`config.mk`:
```
export PLATFORM = sky130hd
export DESIGN_NAME = probe_capture
export DESIGN_NICKNAME = d
export VERILOG_FILES = /design/src/rtl/probe_capture_pkg.sv /design/src/rtl/probe_ram.sv /design/src/rtl/probe_capture.sv
export SDC_FILE = /design/constraint.sdc
export NUM_CORES = 1
export LEC_CHECK = 0
export BUFFER_PORTS_ARGS = -buffer_cell sky130_fd_sc_hd__buf_2
export CORE_MARGIN = 2
export CORE_UTILIZATION = 46
export DETAILED_ROUTE_END_ITERATION = 12
export GPL_TIMING_DRIVEN = 0
export PLACE_DENSITY = 0.74
export SYNTH_ARGS = -nofsm -noshare
export SYNTH_HDL_FRONTEND = slang
export SYNTH_SLANG_ARGS = --single-unit
```
`constraint.sdc`:
```
create_clock -name inClock -period 3.1 [get_ports inClock]
set_clock_uncertainty 0.1 [all_clocks]
set_input_delay 0.62 -clock inClock [delete_from_list [all_inputs] [get_ports inClock]]
set_output_delay 0.62 -clock inClock [all_outputs]
set_load 0.005 [all_outputs]
```
`src/rtl/probe_capture_pkg.sv`:
```
// Shared definitions for the probe capture block: FSM state encoding and
// the default parameter values used by the top level.
package probe_capture_pkg;

  // Capture sequencer states.
  typedef enum logic [2:0] {
    IDLE = 3'd0,
    PRE  = 3'd1,
    WAIT = 3'd2,
    POST = 3'd3,
    READ = 3'd4
  } probe_state_t;

  // Default configuration: eight 4-bit channels, 16-sample window,
  // four samples of history ahead of the trigger.
  localparam int DEF_NUM_CH   = 8;
  localparam int DEF_DATA_W   = 4;
  localparam int DEF_DEPTH    = 16;
  localparam int DEF_PRE_TRIG = 4;

endpackage

```
`src/rtl/probe_ram.sv`:
```
// Capture buffer: DEPTH x DATA_W, one synchronous write port and one
// synchronous read port. Only the read data register is resettable so the
// popped-sample output starts at zero.
module probe_ram #(
  parameter int DATA_W = 4,
  parameter int DEPTH  = 16
) (
  input  logic                     clk,
  input  logic                     rst,
  input  logic                     we,
  input  logic [$clog2(DEPTH)-1:0] wr_addr,
  input  logic [DATA_W-1:0]        wr_data,
  input  logic                     rd_en,
  input  logic [$clog2(DEPTH)-1:0] rd_addr,
  output logic [DATA_W-1:0]        rd_data
);

  logic [DATA_W-1:0] mem [DEPTH];

  // Write port: store one sample per enabled cycle.
  // NOTE: the array has no reset; its contents are don't-care after reset and
  // leaving it out of the reset lets synthesis map it onto RAM cells.
  always_ff @(posedge clk) begin
    if (we) begin
      mem[wr_addr] <= wr_data;
    end
  end

  // Read port: registered output, held between pops, cleared by reset.
  always_ff @(posedge clk or posedge rst) begin
    if (rst) begin
      rd_data <= '0;
    end else if (rd_en) begin
      rd_data <= mem[rd_addr];
    end
  end

endmodule

```
`src/rtl/probe_capture.sv`:
```
// Probe capture block: selects one probe channel, records DEPTH consecutive
// samples around a masked-compare trigger (with PRE_TRIG samples of history),
// then lets the stored window be popped oldest-first through a read port.
module probe_capture
  import probe_capture_pkg::*;
#(
  parameter int NUM_CH   = DEF_NUM_CH,
  parameter int DATA_W   = DEF_DATA_W,
  parameter int DEPTH    = DEF_DEPTH,
  parameter int PRE_TRIG = DEF_PRE_TRIG
) (
  input  logic                       inClock,
  input  logic                       inReset,
  input  logic [NUM_CH*DATA_W-1:0]   inProbe,
  input  logic [$clog2(NUM_CH)-1:0]  inSel,
  input  logic                       inArm,
  input  logic [DATA_W-1:0]          inTrigMask,
  input  logic [DATA_W-1:0]          inTrigValue,
  input  logic                       inReadEnable,
  output logic [DATA_W-1:0]          outData,
  output logic                       outValid,
  output logic                       outArmed,
  output logic                       outTriggered,
  output logic                       outDone,
  output logic                       outReadError,
  output logic [$clog2(DEPTH):0]     outCount
);

  localparam int SEL_W    = $clog2(NUM_CH);
  localparam int AW       = $clog2(DEPTH);
  localparam int CW       = $clog2(DEPTH) + 1;
  localparam int POST_LEN = DEPTH - PRE_TRIG - 1;

  // Last value of the phase counter in PRE and POST respectively.
  localparam logic [AW-1:0] PRE_LAST  = AW'((PRE_TRIG > 0) ? PRE_TRIG - 1 : 0);
  localparam logic [AW-1:0] POST_LAST = AW'((POST_LEN > 0) ? POST_LEN - 1 : 0);
  localparam logic [AW-1:0] PRE_OFF   = AW'(PRE_TRIG);
  localparam logic [CW-1:0] FULL_CNT  = CW'(DEPTH);

  probe_state_t state, state_next;

  // Configuration latched on arm.
  logic [SEL_W-1:0]  sel_q;
  logic [DATA_W-1:0] mask_q;
  logic [DATA_W-1:0] value_q;

  // Capture and readout bookkeeping.
  logic [AW-1:0]     wr_ptr;
  logic [AW-1:0]     phase_cnt;
  logic [AW-1:0]     trig_addr;
  logic [AW-1:0]     rd_ptr;
  logic [CW-1:0]     count;
  logic              triggered;
  logic              valid;
  logic              read_error;

  // Decoded per-cycle controls.
  logic [DATA_W-1:0] sample;
  logic              match;
  logic              arm_fire;
  logic              wr_en;
  logic              trig_hit;
  logic              load_read;
  logic              pop;
  logic              bad_read;

  // Channel select mux and trigger compare on the sample being written.
  always_comb begin
    sample = '0;
    for (int c = 0; c < NUM_CH; c++) begin
      if (sel_q == SEL_W'(c)) begin
        sample = inProbe[c*DATA_W +: DATA_W];
      end
    end
    match = ((sample ^ value_q) & mask_q) == '0;
  end

  // State register.
  always_ff @(posedge inClock or posedge inReset) begin
    if (inReset) begin
      state <= IDLE;
    end else begin
      state <= state_next;
    end
  end

  // Next-state logic plus the strobes and status outputs derived from state.
  // NOTE: every signal driven here gets a default first, so no path through
  // the case statement can leave one unassigned and infer a latch.
  always_comb begin
    state_next = state;
    arm_fire   = 1'b0;
    wr_en      = 1'b0;
    trig_hit   = 1'b0;
    load_read  = 1'b0;
    pop        = 1'b0;
    bad_read   = inReadEnable && (state != READ);
    outArmed   = 1'b0;
    outDone    = 1'b0;

    case (state)
      IDLE: begin
        if (inArm) begin
          arm_fire   = 1'b1;
          state_next = (PRE_TRIG == 0) ? WAIT : PRE;
        end
      end

      PRE: begin
        outArmed = 1'b1;
        wr_en    = 1'b1;
        if (phase_cnt == PRE_LAST) begin
          state_next = WAIT;
        end
      end

      WAIT: begin
        outArmed = 1'b1;
        wr_en    = 1'b1;
        if (match) begin
          trig_hit = 1'b1;
          if (POST_LEN == 0) begin
            load_read  = 1'b1;
            state_next = READ;
          end else begin
            state_next = POST;
          end
        end
      end

      POST: begin
        outArmed = 1'b1;
        wr_en    = 1'b1;
        if (phase_cnt == POST_LAST) begin
          load_read  = 1'b1;
          state_next = READ;
        end
      end

      READ: begin
        outDone = 1'b1;
        if (inReadEnable) begin
          pop = 1'b1;
          if (count == CW'(1)) begin
            state_next = IDLE;
          end
        end
      end

      default: begin
        state_next = IDLE;
      end
    endcase
  end

  // Datapath: arm latching, write pointer, trigger address, readout pointer
  // and the counters/flags behind the status outputs.
  // NOTE: all state here uses non-blocking assignments so every register
  // samples the pre-edge values, independent of statement order.
  always_ff @(posedge inClock or posedge inReset) begin
    if (inReset) begin
      sel_q      <= '0;
      mask_q     <= '0;
      value_q    <= '0;
      wr_ptr     <= '0;
      phase_cnt  <= '0;
      trig_addr  <= '0;
      rd_ptr     <= '0;
      count      <= '0;
      triggered  <= 1'b0;
      valid      <= 1'b0;
      read_error <= 1'b0;
    end else begin
      valid      <= 1'b0;
      read_error <= bad_read;

      if (arm_fire) begin
        sel_q     <= inSel;
        mask_q    <= inTrigMask;
        value_q   <= inTrigValue;
        wr_ptr    <= '0;
        phase_cnt <= '0;
        count     <= '0;
        triggered <= 1'b0;
      end

      if (wr_en) begin
        wr_ptr <= wr_ptr + AW'(1);
        // Phase counter restarts whenever the sequencer changes phase.
        if (state_next != state) begin
          phase_cnt <= '0;
        end else begin
          phase_cnt <= phase_cnt + AW'(1);
        end
      end

      if (trig_hit) begin
        trig_addr <= wr_ptr;
        triggered <= 1'b1;
      end

      // Oldest kept sample sits PRE_TRIG slots before the trigger address.
      // On a direct WAIT->READ the trigger address is the current write slot.
      if (load_read) begin
        rd_ptr <= ((state == WAIT) ? wr_ptr : trig_addr) - PRE_OFF;
        count  <= FULL_CNT;
      end

      if (pop) begin
        rd_ptr <= rd_ptr + AW'(1);
        count  <= count - CW'(1);
        valid  <= 1'b1;
        if (count == CW'(1)) begin
          triggered <= 1'b0;
        end
      end
    end
  end

  probe_ram #(
    .DATA_W (DATA_W),
    .DEPTH  (DEPTH)
  ) u_ram (
    .clk     (inClock),
    .rst     (inReset),
    .we      (wr_en),
    .wr_addr (wr_ptr),
    .wr_data (sample),
    .rd_en   (pop),
    .rd_addr (rd_ptr),
    .rd_data (outData)
  );

  assign outValid     = valid;
  assign outTriggered = triggered;
  assign outReadError = read_error;
  assign outCount     = count;

endmodule

```
Yosys cells after proc, flatten, opt, wreduce, memory -nomap -nowiden
Memories as Yosys holds them, arrays and structs flattened. A register that Yosys moved wholly into a read port is not among the register bits. Cells that the tools add are included.

$add $sub $neg: 5. Eq/ne operators: 16. Mux-type cells: 42. Bitwise gates (word level): 2. Reduce and logical (&&, ||, !) cells: 8.

Operators by type and width (number): $mux W4 (15); $mux W3 (6); $mux W1 (17); $eq A3 B3 Y1 const B (5); $mux W5 (3); $pmux W3 S5 (1); $add A4 B1 Y4 const B (3); $eq A3 B2 Y1 const B (4); $eq A3 B1 Y1 const B (2); $logic_not A3 Y1 (2); $eq A5 B1 Y1 const B (1); $sub A5 B1 Y5 const B (1); $and A4 B4 Y4 (1); $eq A4 B2 Y1 const B (1); $eq A4 B4 Y1 const B (1); $logic_not A4 Y1 (1); $reduce_bool A2 Y1 (2); $sub A4 B3 Y4 const B (1); $xor A4 B4 Y4 (1); $ne A3 B3 Y1 (1); $ne A3 B3 Y1 const B (1); $reduce_bool A3 Y1 (1); $reduce_or A3 Y1 (1); $logic_and A1 B1 Y1 (1).

Register bits after elaboration: 38. Memory bits (writable): 64. Output and inout bits: 14. Memories kept: 1.

Memory list: u_ram.mem (words 16, bits a word 4, rd ports 1, clocked after memory_dff 1, wr ports 1, line probe_ram.sv:18) `logic [DATA_W-1:0] mem [DEPTH];`.

Longest topological paths before layout
Gate-level depths: netlist of the first run.

Depth after elaboration: 17. Gate-level depth with buffers: 11. Depth with buffers taken out: 8.

By module
Synthesis of the first run repeated with hierarchy kept, for this count alone.

Cell total of the unflattened synthesis: 339. Area, all modules: 4964.8 um^2.

By module, submodules not included: probe_ram (times used 1, cells an instance 129, area each 2767.7 um^2, sequential area each 2021.9 um^2); probe_capture (times used 1, cells an instance 210, area each 2197.1 um^2, sequential area each 950.9 um^2).

Worst setup path before layout of the first run
No wires, ideal clock.

Kind: in2reg. From: in inProbe[31]. To: reg trig_addr[2]. Library setup time: 125 ps. Arrival time: 2599 ps. Data required time: 2875 ps. Path slack: 276 ps. Stages on the path: 7. Path through: mux4_2 > mux2_2 > xor2_1 > a32o_1 > or3_1 > buf_2 > mux2_4.

Longest elaborated chain between the ends: 6.

Ends and longest elaborated chain: from (decl) (line probe_capture.sv:14) `input logic [NUM_CH*DATA_W-1:0] inProbe,`; $mux W4 (line probe_capture.sv:71) `if (sel_q == SEL_W'(c)) begin`; net sample[3] (line probe_capture.sv:58) `logic [DATA_W-1:0] sample;`; $xor A4 B4 Y4 (line probe_capture.sv:75) `match = ((sample ^ value_q) & mask_q) == '0;`; $and A4 B4 Y4 (line probe_capture.sv:75); $logic_not A4 Y1 (line probe_capture.sv:75); $mux W1 (line probe_capture.sv:120) `if (match) begin`; $mux W1 (line probe_capture.sv:101) `case (state)`; to (signal assigned) (line probe_capture.sv:198) `trig_addr <= wr_ptr;`; to (decl) (line probe_capture.sv:50) `logic [AW-1:0] trig_addr;`.

The timed path passes the listed nets, and every way through them passes these cells. A chain may end at the register's enable or synchronous reset.

Worst setup path after layout of the first run
From: reg sel_q[1]. To: reg trig_addr[2].

Longest elaborated chain between the ends: 14. Elaborated cells on any way between the ends: 21. Those cells by class: eq/ne (7); mux (10); bitwise (2); reduce/logical (2).

Ends and longest elaborated chain: from (decl) (line probe_capture.sv:43) `logic [SEL_W-1:0] sel_q;`; from (signal assigned) (line probe_capture.sv:178) `sel_q <= inSel;`; $logic_not A3 Y1 (line probe_capture.sv:71); $mux W4 (7 in series) (line probe_capture.sv:71); $mux W4 * (line probe_capture.sv:71); net sample[3] (line probe_capture.sv:58); $xor A4 B4 Y4 * (line probe_capture.sv:75); $and A4 B4 Y4 * (line probe_capture.sv:75); $logic_not A4 Y1 * (line probe_capture.sv:75); $mux W1 * (line probe_capture.sv:120); $mux W1 * (line probe_capture.sv:101).

The timed path passes the listed nets; every way through them passes the cells marked *.

==> results of run 1 <==
==> routing by layer <==
metal | global-route usage | vias up | wire length (um)
li1 | - | 1489 | -
met1 | 0.240 | 1541 | 4190
met2 | 0.295 | 77 | 4730
met3 | 0.0419 | 8 | 454
met4 | 0.0538 | 0 | 106
met5 | 0 | - | 0
==> per-stage QoR <==
stage / hold WS, ns / setup WS (ns) / TNS (ns) / power [mW]
2_1_floorplan: 0.347 / 0.276 / 0 / 3.51
3_3_place_gp: 0.353 / 0.00805 / 0 / 3.93
3_5_place_dp: 0.362 / -0.0197 / -0.0384 / 4.00
4_1_cts: 0.315 / 0.140 / 0 / 4.91
5_1_grt: 0.319 / 0.0279 / 0 / 5.16
6_report: 0.323 / 0.175 / 0 / 4.86
==> power groups by stage <==
stage / logic, mW / clock network, mW / registers [mW]
2_1_floorplan: 1.30 / 0 / 2.21
3_3_place_gp: 1.68 / 0 / 2.24
3_5_place_dp: 1.73 / 0 / 2.27
4_1_cts: 1.74 / 0.927 / 2.24
5_1_grt: 1.90 / 0.986 / 2.28
6_report: 1.72 / 0.908 / 2.24
==> worst max-delay path, delay by kind of cell (launching register included) <==
| kind | cells | cell delay (ns) |
|---|---|---|
| DFF | 1 | 0.35 |
| AOI/OAI and AO/OA | 1 | 0.25 |
| buffers and inverters | 2 | 0.33 |
| and+or+nand+nor | 1 | 0.36 |
| xor gates and xnor gates | 1 | 0.19 |
| muxes | 3 | 1.23 |
==> sequential cells by signal, summed over array words and instances, names as in the netlist <==
signal	count
outTriggered	1
sel_q	3
wr_ptr	4
outValid	1
u_ram.mem	64
outCount	5
mask_q	4
rd_ptr	4
phase_cnt	4
state	3
u_ram.rd_data	4
value_q	4
outReadError	1
trig_addr	4
==> layout by cell type, fill, tap and decap left out, types with 2 or more instances in the layout <==
master / synthesis / layout
a21o_1: 2 / 2
a21oi_1: 6 / 6
a22oi_1: 3 / 3
a31oi_1: 2 / 2
and2_1: 3 / 3
buf_1: 2 / 2
buf_2: 4 / 64
clkbuf_1: 10 / 10
clkbuf_16: 0 / 3
clkbuf_8: 0 / 9
clkinvlp_4: 0 / 2
dfrtp_1: 42 / 42
edfxtp_1: 64 / 64
ha_1: 9 / 9
inv_1: 12 / 11
inv_2: 1 / 2
mux2_2: 2 / 2
mux2_4: 2 / 2
mux2i_1: 9 / 9
mux4_2: 24 / 24
nand2_1: 75 / 75
nand2b_1: 7 / 7
nand3_1: 5 / 5
nand4_1: 4 / 4
nor2_1: 22 / 22
nor2b_1: 5 / 5
nor3_1: 10 / 10
nor3b_1: 2 / 2
nor4bb_1: 2 / 2
o21ai_0: 5 / 5
o21ai_1: 13 / 13
or3_1: 2 / 2
xnor2_1: 2 / 2
xor2_1: 3 / 3
==> synthesized netlist by cell type (3+ instances only) <==
master	instances	share of area
a21oi_1	6	0.0062
a22oi_1	3	0.0047
and2_1	3	0.0039
buf_2	4	0.0041
clkbuf_1	10	0.0078
dfrtp_1	42	0.22
edfxtp_1	64	0.40
ha_1	9	0.023
inv_1	12	0.0093
mux2i_1	9	0.019
mux4_2	24	0.11
nand2_1	75	0.058
nand2b_1	7	0.0090
nand3_1	5	0.0052
nand4_1	4	0.0052
nor2_1	22	0.017
nor2b_1	5	0.0065
nor3_1	10	0.010
o21ai_0	5	0.0052
o21ai_1	13	0.013
xor2_1	3	0.0054
==> area by class of cell <==
class | count | area [um2]
buffer | 17 | 77.6
clock buffer | 13 | 203
clock inverter | 3 | 23.8
fill | 890 | 4740
inverter | 13 | 48.8
multi-input combinational | 234 | 1740
sequential | 106 | 2970
tap | 136 | 170
timing repair buffer | 60 | 300
==> logic make-up (layout without fill, tap and decap cells) <==
| group | after synthesis | count (layout) | synth area share |
|---|---|---|---|
| compound gates | 42 | 42 | 0.0553 |
| xor+xnor | 5 | 5 | 0.00905 |
| fa+ha+maj | 9 | 9 | 0.0233 |
| buf+inv | 30 | 106 | 0.0259 |
| flops | 106 | 106 | 0.614 |
| mux | 37 | 37 | 0.141 |
| simple gates | 141 | 141 | 0.131 |
==> worst max-delay path by stage <==
| stage | from | slack, ns | to | depth (start not counted) |
|---|---|---|---|---|
| after global routing | sel_q[1] | 0.03 | trig_addr[2] | 9 |
| after global placement | inProbe[31] | 0.008 | trig_addr[2] | 8 |
| after floorplan | inProbe[31] | 0.28 | trig_addr[2] | 7 |
| after CTS | sel_q[1] | 0.14 | trig_addr[2] | 9 |
| after detailed placement | inProbe[31] | -0.02 | trig_addr[3] | 8 |
| final | sel_q[1] | 0.17 | trig_addr[2] | 8 |
==> impl_results.md, run 1 <==
- Cell Count, Final, Fillers Out: 582
- H-tree depth: 3
- Skew-Pair Late Insertion Delay: 0.37 ns
- Number of buffers created by CTS: 9
- Post-synth cell types: 47
- Detail Route Antenna Nets: 0
- Yosys Warn Count: 0
- IO Pins: 61
- Status: finished, final reports clean
- Pint: 3.24 mW
- Gr usage total: 0.180
- Post-Place Cells: 566
- CTS Sinks: 106
- Dpl cell area: 5310 um2
- Post-CTS sizing: 0
- RSZ-0062 raised after global routing: no
- Post-synth EDFFs: 64
- Number of hold violations in the final report: 0
- Switching share of power: 0.333
- FF+latch count, synth: approximately 110
- Fmax: 342 MHz
- Slew HR: 0.402
- Sw Pwr: ~1.6 mW
- Fin crit share: 0.944
- Final wirelength: roughly 9.5 mm
- DP HPWL: 6.74 mm
- Register area share after synthesis: 0.614
- R2R depth: 8
- Layout Nets: 497
- Worst path cell trace: buf_6 -> mux4_2 -> mux2_2 -> xor2_1 -> a32o_1 -> or3_1 -> buf_2 -> mux2_4
- Leak: 2.25 nW
- Area growth syn-to-layout: 14.4%
- Syn_nets: between 400 and 500
- Pwr dens: 878 nW/um2
- CTS root buffer: clkbuf_8
- Cell row count: 37
- Ant. Diodes: 0
- Setup violations, final: 0
- Post-DR wirelength/cell: 16.3 um
- Share of layout cells above drive strength 1: 0.251
- Vias post-DR: 3115
- Combinational power share: 0.353
- Initial drt markers: 171
- Grt total ovfl: 0
- Critical path class: reg -> reg
- Hold/Removal Path Class: in -> async
- Max Transition Viols Final: 0
- Post-CTS setup buffers: 0
- Critical path's slowest cell: mux4_2
- Initial antenna violation count: 0
- RePlAce Congestion: 0.819
- IO buf count: 60
- Reg clk slew, reported paths: approximately 0.10 ns
- First-pass GRT wire length: roughly 15 mm
- CP max stage delay: 0.49 ns
- Design area: ~5500 um2
- Top_reg_cell synth: edfxtp_1
- Seq pwr share: 0.460
- Pre-Repair DR Iteration Count: 4
- Startpoint Class: flop
- Clock Path Buffers: 2
- Largest net degree at the start of global routing: 43
- CTS tree: built
- Min cycle time layout: 2.93 ns
- DRC Markers: 0
- Async SR Flop Fraction: 0.396
- Least-Margin Pin Slew: 0.895 ns
- Reg-to-reg endpoint: trig_addr[2]
- R2R Setup Slk: 0.17 ns
- Die height: 107 um
- Maximum VDD drop: 0.374 mV
- Crit-path max FO: 17
- Post-synthesis cell area: roughly 4800 um2
- Vias in the first global route: roughly 3000
- Crit path required time: roughly 3.3 ns
- Crit Reg-Reg Startpoint: sel_q[1]
- Starting density of the core: 0.471
- CP Capture Type: flop
- Synthesized instance count: 370
- Critical Path AT: 3.09 ns
- Core Util, Final: 0.539
- Die width: between 100 and 150 um
- Via-per-instance ratio: 5.35
- Clock share of power: 0.187
- Max Cap Violations: 0
- Cts hold-fix bufs: 0
- Synthesized area per cell: 13.1 um2
- Die ar.: 11400 um2
- Core box area: 10300 um2
Note: power is estimated with default switching activity, not from simulation.
==> inputs of run 2 (changes only) <==
--- a/config.mk
+++ b/config.mk
@@ -10,7 +10,8 @@
 export CORE_UTILIZATION = 46
 export DETAILED_ROUTE_END_ITERATION = 12
 export GPL_TIMING_DRIVEN = 0
-export PLACE_DENSITY = 0.74
+export PLACE_DENSITY_LB_ADDON = 0.15
+export REMOVE_ABC_BUFFERS = 1
 export SYNTH_ARGS = -nofsm -noshare
 export SYNTH_HDL_FRONTEND = slang
 export SYNTH_SLANG_ARGS = --single-unit
==> impl_results.md, run 2 (synthesis results as in run 1) <==
- Share of layout cells above drive strength 1: 0.256
- Crit path required time: 3.27 ns
- Startpoint Class: flop
- Area occupied by multi-input gates: 1760 um2
- Commonest non-fill, non-tap cell in the layout: nand2_1
- Initial drt markers: 173
- Least-Margin Pin Slew: 1.20 ns
- DRC Markers: 0
- Detail Route Antenna Nets: 0
- Grt total ovfl: 0
- CTS Sinks: roughly 110
- Vias post-DR: 3062
- Pre-Repair DR Iteration Count: 4
- Area growth syn-to-layout: 13.4%
- Crit path launch: sel_q[1]
- CP Capture Type: flop
- Fin crit share: 0.967
- Reg clk slew, reported paths: 0.10 ns
- Ant. Diodes: 0
- Post-Place Cells: 550
- Gr usage total: 0.193
- Die ar.: 11400 um2
- Crit-path max FO: 17
- RSZ-0062 raised after global routing: no
- RePlAce Congestion: 0.740
- Starting density of the core: 0.471
- H-tree depth: 3
- Fmax: ~330 MHz
- Number of hold violations in the final report: 0
- Final wirelength: ~10 mm
- Max Transition Viols Final: 0
- Pwr dens: 887 nW/um2
- Post-place setup slack: -0.239 ns
- Design area: 5490 um2
- Worst hold margin: about 0.043 ns
- R2R depth: 6
- Crit Reg-Reg Startpoint: sel_q[1]
- IO Pins: 61
- Cell row count: 37
- Number of buffers created by CTS: 9
- First-pass GRT wire length: roughly 16 mm
- Max reg flops: 64
- Status: finished, final reports clean
- Layout Nets: 481
- Initial antenna violation count: 0
- Setup violations, final: 0
- Top reg by flops: u_ram.mem
- Die height: 107 um
- Via-per-instance ratio: roughly 5.4
- Vias in the first global route: 3123
- Post-CTS setup buffers: 0
- Register Area: 2980 um2
- Slew HR: 0.203
- Hold/Removal Path Class: in -> async
- Skew-Pair Late Insertion Delay: 0.38 ns
- Die width: 107 um
- Critical path class: reg -> reg
- CTS tree: built
- Most frequent cells in the layout: 74 x nand2_1, 64 x edfxtp_1, 60 x buf_2
- Min cycle time layout: ~3 ns
- IO buf count: 60
- Maximum VDD drop: 0.336 mV
- Post-DR wirelength/cell: 17.9 um
- Max Cap Violations: 0
- Critical Path AT: around 3.2 ns
- Cell Count, Final, Fillers Out: 566
- Worst setup margin: slightly above 0.1 ns
- Leak: 2.21 nW
- Largest net degree at the start of global routing: 34
- Core box area: 10300 um2
- CTS root buffer: clkbuf_8
- Clock Path Buffers: 2
- Dpl cell area: 5260 um2
- DP HPWL: 6.99 mm
- Fillcell total: 901
## run 2: changes by cell type in the layout (fill, tap and decap cells not counted), sizes merged
cell      before  now
clkinvlp       2    1
buf           67   61
clkbuf        23   12
bufinv         0    2
## run 2: cell type report
class | count | share of cell area
Clock buffer | 12 | 0.0246
Clock inverter | 4 | 0.0139
Inverter | 13 | 0.00889
Multi-Input combinational cell | 234 | 0.321
Sequential cell | 106 | 0.542
Tap cell | 136 | 0.0310
Timing Repair Buffer | 61 | 0.0584
## run 2: final timing paths
kind / slack (ns) / to
max reg2reg: 0.10 / trig_addr[3]
max: 0.10 / trig_addr[3]
max in group asynchronous: 2.39 / sel_q[1]
min in group inClock: 0.33 / mask_q[0]
min reg2reg: 0.39 / u_ram.rd_data[1]
min: 0.04 / outCount[2]
## run 2: stage by stage
stage	total power [mW]	setup TNS, ns	util
3_3_place_gp	3.91	-1.15	0.509
6_report	4.87	0	0.534
5_1_grt	5.18	0	0.534
3_5_place_dp	3.98	-1.23	0.512
2_1_floorplan	3.45	0	-
4_1_cts	4.91	0	0.533
## run 2: routing by layer
| layer | up-vias | wire length [um] | global-route usage |
|---|---|---|---|
| met5 | - | 0 | 0 |
| met4 | 0 | 176 | 0.0751 |
| met3 | 12 | 490 | 0.0334 |
| met2 | 84 | 4700 | 0.301 |
| met1 | 1507 | 4780 | 0.272 |
| li1 | 1459 | - | - |
## run 2: power breakdown
group | leakage, nW | internal [mW] | switching, mW
combinational | 0.999 | 0.720 | 0.762
clock | 0.101 | 0.460 | 0.471
sequential | 1.11 | 2.05 | 0.408
total | 2.21 | 3.23 | 1.64
## run 2: timing repair
action                     in CTS  in global routing
pin swaps                       0                  0
hold buffers                    0                  0
setup endpoints to repair      10                  6
resized for setup               3                  2
## run 2: worst max-delay path, stage by stage, from the launching register on
cell     delay [ns]
dfrtp_4        0.57
mux4_2         0.52
mux2_2         0.44
xor2_1         0.20
a32o_1         0.27
or3_4          0.46
mux2_4         0.32
